<file path="src/rtl/mux_arb_pkg.sv">
// Shared definitions for the two-requester arbitrated mux: state encoding and the default width.
package mux_arb_pkg;
  localparam int DATA_W_DEF = 32;

  localparam logic [1:0] IDLE_ENC = 2'b00;
  localparam logic [1:0] G0_ENC   = 2'b01;
  localparam logic [1:0] G1_ENC   = 2'b10;

  typedef enum logic [1:0] {
    IDLE = IDLE_ENC,
    G0   = G0_ENC,
    G1   = G1_ENC
  } arb_st_e;
endpackage

</file>
<file path="src/rtl/MUX2TO1.sv">
// Shared-datapath 2:1 mux; sel=0 passes in0, sel=1 passes in1.
module MUX2TO1 #(
  parameter int W = 32
) (
  input  logic [W-1:0] in0,
  input  logic [W-1:0] in1,
  input  logic         sel,
  output logic [W-1:0] out
);
  assign out = sel ? in1 : in0;
endmodule

</file>
<file path="src/rtl/mux_arbiter2.sv">
// Two-requester arbiter driving one shared 2:1 mux into a single output register.
// Optional burst locking is enabled by defining BURST_LOCK_EN (adds lock0/lock1 ports).
module mux_arbiter2
  import mux_arb_pkg::*;
#(
  parameter int DATA_W = DATA_W_DEF
) (
  input  logic              clk,
  input  logic              rst_n,
  input  logic              req0,
  input  logic              req1,
  input  logic [DATA_W-1:0] data0,
  input  logic [DATA_W-1:0] data1,
  output logic              gnt0,
  output logic              gnt1,
  output logic              sel,
  output logic              out_valid,
  output logic [DATA_W-1:0] out_data,
`ifdef BURST_LOCK_EN
  input  logic              lock0,
  input  logic              lock1,
`endif
  input  logic              out_ready
);
  arb_st_e           state;
  logic              last;
  logic              slot_free;
  logic              lk0, lk1;
  logic [DATA_W-1:0] mux_out;

`ifdef BURST_LOCK_EN
  assign lk0 = lock0;
  assign lk1 = lock1;
`else
  assign lk0 = 1'b0;
  assign lk1 = 1'b0;
`endif

  assign sel       = (state == G1);
  assign slot_free = !out_valid || out_ready;
  assign gnt0      = (state == G0) && req0 && slot_free;
  assign gnt1      = (state == G1) && req1 && slot_free;

  MUX2TO1 #(.W(DATA_W)) u_mux (
    .in0 (data0),
    .in1 (data1),
    .sel (sel),
    .out (mux_out)
  );

  always_ff @(posedge clk or negedge rst_n) begin
    if (!rst_n) begin
      state     <= IDLE;
      last      <= 1'b1;
      out_valid <= 1'b0;
      out_data  <= '0;
    end else begin
      if (gnt0 || gnt1) begin
        out_data  <= mux_out;
        out_valid <= 1'b1;
        last      <= gnt1;
      end else if (out_valid && out_ready) begin
        out_valid <= 1'b0;
      end

      // A stalled Gx (req held, slot busy) simply stays put.
      case (state)
        IDLE: begin
          if (req0 && req1) state <= last ? G0 : G1;
          else if (req0)    state <= G0;
          else if (req1)    state <= G1;
        end
        G0: begin
          if (!req0)                     state <= IDLE;
          else if (gnt0 && req1 && !lk0) state <= G1;
        end
        G1: begin
          if (!req1)                     state <= IDLE;
          else if (gnt1 && req0 && !lk1) state <= G0;
        end
        default: state <= IDLE;
      endcase
    end
  end
endmodule
</file>
<file path="config.mk">
export PLATFORM = sky130hd
export DESIGN_NAME = mux_arbiter2
export DESIGN_NICKNAME = d
export VERILOG_FILES = /design/src/rtl/mux_arb_pkg.sv /design/src/rtl/MUX2TO1.sv /design/src/rtl/mux_arbiter2.sv
export SDC_FILE = /design/constraint.sdc
export NUM_CORES = 1
export LEC_CHECK = 0
export CELL_PAD_IN_SITES_DETAIL_PLACEMENT = 1
export CELL_PAD_IN_SITES_GLOBAL_PLACEMENT = 1
export CORE_AREA = 4 4 89 91
export CTS_CLUSTER_DIAMETER = 50
export DETAILED_ROUTE_END_ITERATION = 8
export DIE_AREA = 0 0 93 95
export GPL_ROUTABILITY_DRIVEN = 0
export GPL_TIMING_DRIVEN = 0
export PLACE_DENSITY_LB_ADDON = 0.1
export SLEW_MARGIN = 15
export SYNTH_ARGS = -nofsm -noshare
export SYNTH_HDL_FRONTEND = slang
export SYNTH_SLANG_ARGS = --single-unit
</file>
<file path="constraint.sdc">
create_clock -name clk -period 2.05 [get_ports clk]
set_input_delay 0.615 -clock clk [delete_from_list [all_inputs] [get_ports clk]]
set_output_delay 0.615 -clock clk [all_outputs]
set_load 0.01 [all_outputs]
</file>
# ---- After elaboration in Yosys (flattened, before gate mapping)
# Index checks and enable logic that the tools add are counted.
dict set report word_totals {
  ff_bits 36
  out_inout_bits 36
  input_bits 69
  elab_cells 35
}
dict set report op_classes {
  muxes 12
  reduce_logical 14
  eq_ne 5
}
# op n
set op_table {}
lappend op_table {{two-way mux 32 bit} 1}
lappend op_table {{two-way mux 2 bit} 8}
lappend op_table {{logical AND 1 bit} 8}
lappend op_table {{case mux 2 bit (3 select lines)} 1}
lappend op_table {{!= test 4 bit, second input constant} 1}
lappend op_table {{!= test 3 x 2 -> 1 bit, second input constant} 1}
lappend op_table {{!= test 3 bit, second input constant} 1}
lappend op_table {{AND reduction 3 bit} 1}
lappend op_table {{equality test 2 x 1 -> 1 bit, second input constant} 1}
lappend op_table {{equality test 2 bit, second input constant} 1}
lappend op_table {{logical NOT 2 bit} 1}
lappend op_table {{logical OR 1 bit} 2}
lappend op_table {{two-way mux 1 bit} 2}
lappend op_table {{nonzero test 2 bit} 1}
lappend op_table {{logical NOT 1 bit} 1}

# ---- Depth between registers and ports, before layout
# Gate-level depths: netlist (run 1).
dict set report logic_depth {
  word_depth 7
  mapped_depth 6
  mapped_depth_nobuf 3
}

# ---- Hierarchy
# From an unflattened synthesis (run 1), not the netlist that was laid out.
dict set report hier_totals {
  hier_cells 131
  area_unflattened_um2 2152.1
}
# mod seq_area_each_um2 cells_each n_inst area_each_um2
set modules_own_cells {}
lappend modules_own_cells {mux_arbiter2 902.1 95 1 1607.8}
lappend modules_own_cells {MUX2TO1 0.0 36 1 544.3}

# ---- Worst setup path before layout (run 1)
# OpenSTA, ideal clock, no wires.
dict set report synth_path {
  path_kind {input -> register}
  start {input out_ready}
  end {register out_data[26]}
  path_stages 5
  path_buffers 2
  path_slack_ns 0.303
  t_arrival_ns 1.623
  t_required_ns 1.925
  setup_ns 0.125
  cell_sequence {nand2b_1 -> clkbuf_2 -> a21boi_4 -> buf_6 -> mux2_2}
}
dict set report synth_between {
  elab_chain_len 3
  elab_cells_between_ends 4
  classes_between {reduce/logical (4)}
}
# element line
set synth_lines {}
lappend synth_lines {{start: declaration} mux_arbiter2.sv:23} ;# input logic out_ready
lappend synth_lines {{logical OR 1 bit *} mux_arbiter2.sv:40} ;# assign slot_free = !out_valid || out_ready;
lappend synth_lines {{logical AND 1 bit, on equally long branches} {mux_arbiter2.sv:41, mux_arbiter2.sv:42}}
lappend synth_lines {{logical OR 1 bit *} mux_arbiter2.sv:58} ;# if (gnt0 || gnt1) begin
lappend synth_lines {{end signal: assignment} mux_arbiter2.sv:59} ;# out_data <= mux_out;
lappend synth_lines {{end: declaration} mux_arbiter2.sv:18} ;# output logic [DATA_W-1:0] out_data,
# Mark *: on every way between the ends. The rest lies on a longest branch, timed or not.
# A chain may end at the register's enable or synchronous reset.

# ---- Final worst setup path (run 1)
dict set report layout_path {
  start {input out_ready}
  end {register last}
}
dict set report layout_between {
  elab_chain_len 3
  elab_cells_between_ends 4
  classes_between {reduce/logical (4)}
}
# element line
set layout_lines {}
lappend layout_lines {{logical OR 1 bit *} mux_arbiter2.sv:40}
lappend layout_lines {{logical AND 1 bit, on equally long branches} {mux_arbiter2.sv:41, mux_arbiter2.sv:42}}
lappend layout_lines {{logical OR 1 bit} mux_arbiter2.sv:58}
lappend layout_lines {{end signal: assignment} mux_arbiter2.sv:61} ;# last <= gnt1;
lappend layout_lines {{end: declaration} mux_arbiter2.sv:26} ;# logic last;
# Marked as above.

==> out/qor.csv, run 1 <==
stage,metric,value,unit
setup_path,path_max_fanout,4,
timing,hold_viol,0,
logic_synthesis,netlist_area,2080,um2
setup_path,crit_arrival,2.23,ns
job,maxCapViolations,0,
setup_path,cp_cell_sequence,"dlygate4sd2_1, nand2b_4, clkbuf_8, nand3_4, buf_4, buf_4, buf_4, buf_4, buf_4, buf_4, buf_4, buf_4, o2bb2ai_1",
timing,finClkSkew,0.00421,ns
clock_network,cts_num_sinks,36,
logic_synthesis,synth.avg_cell_area,15.6,um2
setup_path,critPathLaunchType,input pin,
global_route,antenna_found_initial,0,
floorplan,initial_core_util,0.291,
logic_synthesis,ys_warn_count,0,
floorplan,die_w,93,um
power,peakVddDrop,0.409,mV
setup_path,cp_slowest_stage_delay,0.20,ns
clock_network,cts_root_buffer,clkbuf_8,
final_layout,diodes,0,
clock_network,cts_made_buffers,5,
floorplan,coreArea,7140,um2
power,power.total,3830,uW
floorplan,die_y,95,um
route,drc,0,
setup_path,crit_required,2.27,ns
power,p_leak,0.00160,uW
global_route,grt_pass1_wl,8700,um
clock_network,htreeDepth,2,
power,power_density,1090,nW/um2
timing,relSlewSlack,0.697,
final_layout,utilization,0.491,
timing,worstMarginPinSlew,0.454,ns
route,wirelength,5460,um
clock_network,clk_latency,0.28,ns
timing,maxSlewViolCount,0,
placed_design,postPlaceCellArea,3270,um2
route,route.vias.total,1559,
logic_synthesis,synth-seq-cells,36,
setup_path,crit_slowest_cell,dlygate4sd2_1,
global_route,grt_max_degree,20,
setup_path,cp_common_cell,buf_4,
final_layout,fin_area,3500,um2
global_route,overflow,0,
outcome,outcome,completed,
route,ant_nets,0,
logic_synthesis,synth_cell_type_count,23,
floorplan,die-area,8840,um2
timing,period_minus_slack,2.01,ns
route,drtIter0Drc,8,
route,wire_per_inst,15.2,um
global_route,grt_usage,0.127,
worst_hold_path,min_path_type,input pin to async pin,
clock_network,cts_tree,yes,
logic_synthesis,synth_sequential_area_ratio,0.434,
global_route,grt_pass1_vias,1679,
final_layout,area_growth,68.4,%
placed_design,portBuffers,104,
final_layout,drive_above_1_share,0.410,
clock_network,clkTransAtPathRegs,0.07,ns
setup_path,cp-end-kind,flip-flop,
floorplan,rows,31,
logic_synthesis,synthCells,133,
route,firstDrtPassIters,4,
clock_network,cts_buffer_depth,2,
timing,setup_viol,0,
setup_path,r2r_start,out_valid,
route,routed_via_density,4.33,
logic_synthesis,syn_nets,202,
setup_path,startpoint,out_ready,
floorplan,ios,105,
setup_path,worst-setup-path-type,input pin to flip-flop,
placed_design,dpl.hpwl,3980,um
final_layout,nets,329,
timing,clock.fmax,0.498,GHz
timing,fin_crit_sh,0.980,
[power by group]
part           switching (uW)  leakage [uW]  internal (uW)  total, uW
clock                     249     0.0000455            274        523
sequential                197      0.000424           1060       1260
combinational             663       0.00114           1390       2050
[timing repair]
| item | CTS | global route |
|---|---|---|
| gates resized for setup | 22 | 2 |
| setup buffers | 11 | 5 |
| hold buffers | 0 | 0 |
| setup endpoints to repair | 3 | 3 |
| pin swaps | 3 | 0 |
[final cells by class]
class                      instances  area, um2
fill                             750       3630
timing repair buffer             121       1170
multi-input combinational         83       1100
sequential                        36        903
tap                               99        124
buffer                             8       97.6
clock buffer                       8       90.1
inverter                           5       18.8
[worst max-delay path: cells and delay by family]
family	cells	cell delay, ns
compound gates	1	0.11
buf+inv	10	1.32
simple gates	2	0.18
[registers in the layout, summed over array words and instances (netlist names)]
name and count:
state 2, out_valid 1, last 1, out_data 32
[logic make-up (layout without fill, tap and decap cells)]
kind of cell           after synthesis  after routing  synth area share
muxes                               64             64             0.448
DFF                                 36             36             0.434
buffers and inverters               14            142            0.0530
and+or+nand+nor                     11             11            0.0313
AOI/OAI and AO/OA                    8              8            0.0343
[placed cells by master, fill, tap and decap left out, types with 2 or more instances in the layout]
cell type	count
mux2_2	8
nand2b_4	2
nor2_2	2
mux2_4	56
dlygate4sd2_1	4
buf_2	3
nand3b_1	2
clkdlybuf4s50_1	97
clkbuf_1	2
buf_6	5
buf_4	17
dfrtp_1	34
clkbuf_8	7
inv_1	5
[per-layer routing]
layer,vias to the layer above,GRT usage,part of all wire
met1,761,0.161,0.44
met3,5,0.0502,0.085
met2,66,0.202,0.46
li1,727,-,-
met4,0,0.0366,0.0084
met5,-,0,0
[final timing paths]
| kind | slack (ns) | cells past startpoint | end |
|---|---|---|---|
| max in group asynchronous | 1.26 | 2 | last |
| min | 0.27 | 1 | out_data[14] |
| min in group clk | 0.51 | 1 | last |
| min reg2reg | 0.51 | 1 | last |
| max | 0.04 | 13 | last |
| max reg2reg | 0.20 | 12 | last |
[cell usage after synthesis]
library cell   n  share of area
nand2b_1       1         0.0030
o2bb2ai_1      1         0.0042
nand2_1        1         0.0018
dfrtp_1       35           0.42
inv_1          5         0.0090
a31oi_1        1         0.0030
mux2_4        56           0.40
a21oi_1        1         0.0024
clkbuf_2       1         0.0024
nand2b_4       1         0.0066
a221oi_1       1         0.0042
nor2_1         3         0.0054
buf_4          1         0.0036
nand3_1        2         0.0048
a22o_1         1         0.0042
a21boi_4       1         0.0090
a211oi_1       1         0.0036
nor3_1         1         0.0024
nand3b_1       2         0.0072
buf_6          7          0.038
dfstp_2        1          0.013
mux2_2         8          0.043
a21o_1         1         0.0036
[metrics by stage]
stage	cells	hold slack [ns]	setup TNS [ns]	setup WS [ns]
floorplan	133	0.319	0	0.303
global placement	336	0.491	-29.70	-0.669
detailed placement	337	0.494	-10.09	-0.695
CTS	355	0.279	0	0.0292
global route	360	0.302	-0.000443	-0.000443
finish	360	0.270	0	0.0404
(Power assumes the default switching activity.)
==> run 2: changes to the inputs <==
--- a/config.mk
+++ b/config.mk
@@ -7,10 +7,10 @@
 export LEC_CHECK = 0
 export CELL_PAD_IN_SITES_DETAIL_PLACEMENT = 1
 export CELL_PAD_IN_SITES_GLOBAL_PLACEMENT = 1
-export CORE_AREA = 4 4 89 91
+export CORE_AREA = 2 2 87 89
 export CTS_CLUSTER_DIAMETER = 50
 export DETAILED_ROUTE_END_ITERATION = 8
-export DIE_AREA = 0 0 93 95
+export DIE_AREA = 0 0 89 91
 export GPL_ROUTABILITY_DRIVEN = 0
 export GPL_TIMING_DRIVEN = 0
 export PLACE_DENSITY_LB_ADDON = 0.1
==> run 2 against run 1 <==
Core utilization down 0.46 points. Flip-flop and latch count unchanged. First-iteration DRC count up 75%. Final area down 0.93%. Sequential power about the same. Largest power group unchanged. Clock skew up 0.0015 ns. Fmax up 0.78%.
==> out/qor.csv, run 2 (synthesis results as in run 1) <==
stage,metric,value,unit
outcome,outcome,completed,
timing,relSlewSlack,0.829,
setup_path,worst-setup-path-type,input pin to output pin,
clock_network,cts_buffer_depth,2,
clock_network,cts_tree,yes,
setup_path,cp-end-kind,output pin,
floorplan,rows,31,
route,routed_via_density,4.21,
clock_network,htreeDepth,2,
timing,fin_setup_tns,0,ns
setup_path,path_buf_inv,3,
final_layout,finalNonFillerCells,359,
floorplan,ios,105,
power,power_density,1100,nW/um2
route,wirelength,5340,um
final_layout,largest_register_ffs,32,
final_layout,largest_register,out_data,
clock_network,clkTransAtPathRegs,0.07,ns
global_route,grt_use_met3,0.0500,
global_route,grt_max_degree,30,
setup_path,cp_cell_sequence,"dlygate4sd2_1, nand2b_4, clkbuf_8, nand3_2, nor2_2, buf_2",
timing,finClkSkew,0.00570,ns
placed_design,dpl.hpwl,3950,um
global_route,top_usage_layer,met2,
setup_path,critPathLaunchType,input pin,
timing,maxSlewViolCount,0,
route,drc,0,
worst_hold_path,min_path_type,input pin to async pin,
timing,fin_crit_sh,0.973,
power,power.total,3820,uW
power,p_leak,0.00159,uW
final_layout,layout_common_cells,"clkdlybuf4s50_1, mux2_4, dfrtp_1",
timing,rsz0062_at_grt,false,
timing,period_minus_slack,1.99,ns
power,peakVddDrop,0.429,mV
setup_path,path_max_fanout,4,
final_layout,area_growth,66.8,%
route,drtIter0Drc,14,
placed_design,pre_cts_slack,-0.684,ns
floorplan,coreArea,7140,um2
floorplan,die_y,91,um
clock_network,clk_latency,0.28,ns
route,ant_nets,0,
clock_network,cts_num_sinks,36,
global_route,grt_usage,0.135,
timing,clock.fmax,0.502,GHz
setup_path,critPathTopFamily,buffers and inverters,
timing,worstMarginPinSlew,0.257,ns
timing,setup_viol,0,
final_layout,diodes,0,
clock_network,holdBufCountCts,0,
clock_network,cts_root_buffer,clkbuf_8,
floorplan,die-area,8100,um2
floorplan,initial_core_util,0.291,
final_layout,reg_top3,"out_data (32), state (2)",
floorplan,die_w,89,um
setup_path,crit_slowest_cell,dlygate4sd2_1,
final_layout,nets,328,
route,firstDrtPassIters,3,
global_route,met1_usage,0.162,
clock_network,cts_made_buffers,5,
final_layout,drive_above_1_share,0.400,
setup_path,cp_slowest_stage_delay,0.19,ns
global_route,antenna_found_initial,0,
global_route,overflow,0,
timing,hold_viol,0,
timing,setup_slack,0.0560,ns
route,wire_per_inst,14.9,um
setup_path,crit_required,1.43,ns
final_layout,layout_commonest_cell,clkdlybuf4s50_1,
global_route,grt_util_met2,0.222,
placed_design,portBuffers,104,
setup_path,crit_arrival,1.38,ns
placed_design,dp_cells,337,
global_route,grt_pass1_wl,8360,um
route,route.vias.total,1511,
job,maxCapViolations,0,
global_route,grt_pass1_vias,1655,
run 2: cell count changes in the layout (fill, tap and decap cells not counted):
cell and change:
nor2_1 +1, buf_12 +1, nand3_4 -1, nand2_4 -1, buf_4 -1, nand2_1 +1, nor2_2 -1, nand3_2 +1
buf_16 -1
run 2: power breakdown:
group / switching (uW) / leakage [uW] / internal (uW)
clock: 243 / 0.0000455 / 274
sequential: 198 / 0.000424 / 1060
combinational: 663 / 0.00112 / 1380
total: 1100 / 0.00159 / 2720
run 2: layout make-up:
class                   count  area, um2
repair buffers            120       1150
plain buffers               8       97.6
multi-input cells          83       1080
well taps                  99        124
clock buffers               8       90.1
flip-flops and latches     36        903
inverters                   5       18.8
fillers                   775       3670
run 2: final timing paths:
kind | depth (start not counted) | slack (ns) | endpoint | from
max reg2reg | 5 | 0.28 | out_data[26] | state[0]
max | 6 | 0.06 | gnt0 | out_ready
min in group clk | 1 | 0.50 | last | last
min reg2reg | 1 | 0.50 | last | last
max in group asynchronous | 2 | 1.39 | last | rst_n
min | 1 | 0.17 | out_data[23] | rst_n
run 2: repair_timing:
action	in CTS	in global routing
endpoints found under the setup margin	5	2
gates cloned	0	0
buffers inserted	10	5
pin swaps	1	0
gates resized for setup	19	1
run 2: metal layers:
layer / wire (um) / vias to the layer above
met3: 434 / 9
met4: 87 / 0
met2: 2550 / 63
met1: 2260 / 718
li1: - / 721
met5: 0 / -
run 2: through the flow:
stage / hold WS (ns) / instance area [um2] / utilization
4_1_cts: 0.177 / 3430 / 0.481
5_1_grt: 0.174 / 3470 / 0.486
2_1_floorplan: 0.319 / 2080 / -
6_report: 0.174 / 3470 / 0.486
3_5_place_dp: 0.488 / 3260 / 0.457
3_3_place_gp: 0.491 / 3240 / 0.455
==> run 3: changes to the inputs <==
--- a/config.mk
+++ b/config.mk
@@ -13,6 +13,7 @@
 export DIE_AREA = 0 0 89 91
 export GPL_ROUTABILITY_DRIVEN = 0
 export GPL_TIMING_DRIVEN = 0
+export HOLD_SLACK_MARGIN = 0.08
 export PLACE_DENSITY_LB_ADDON = 0.1
 export SLEW_MARGIN = 15
 export SYNTH_ARGS = -nofsm -noshare
==> results of run 3 <==
Same layout as run 2: the final DEF is identical, and so are final timing and power.
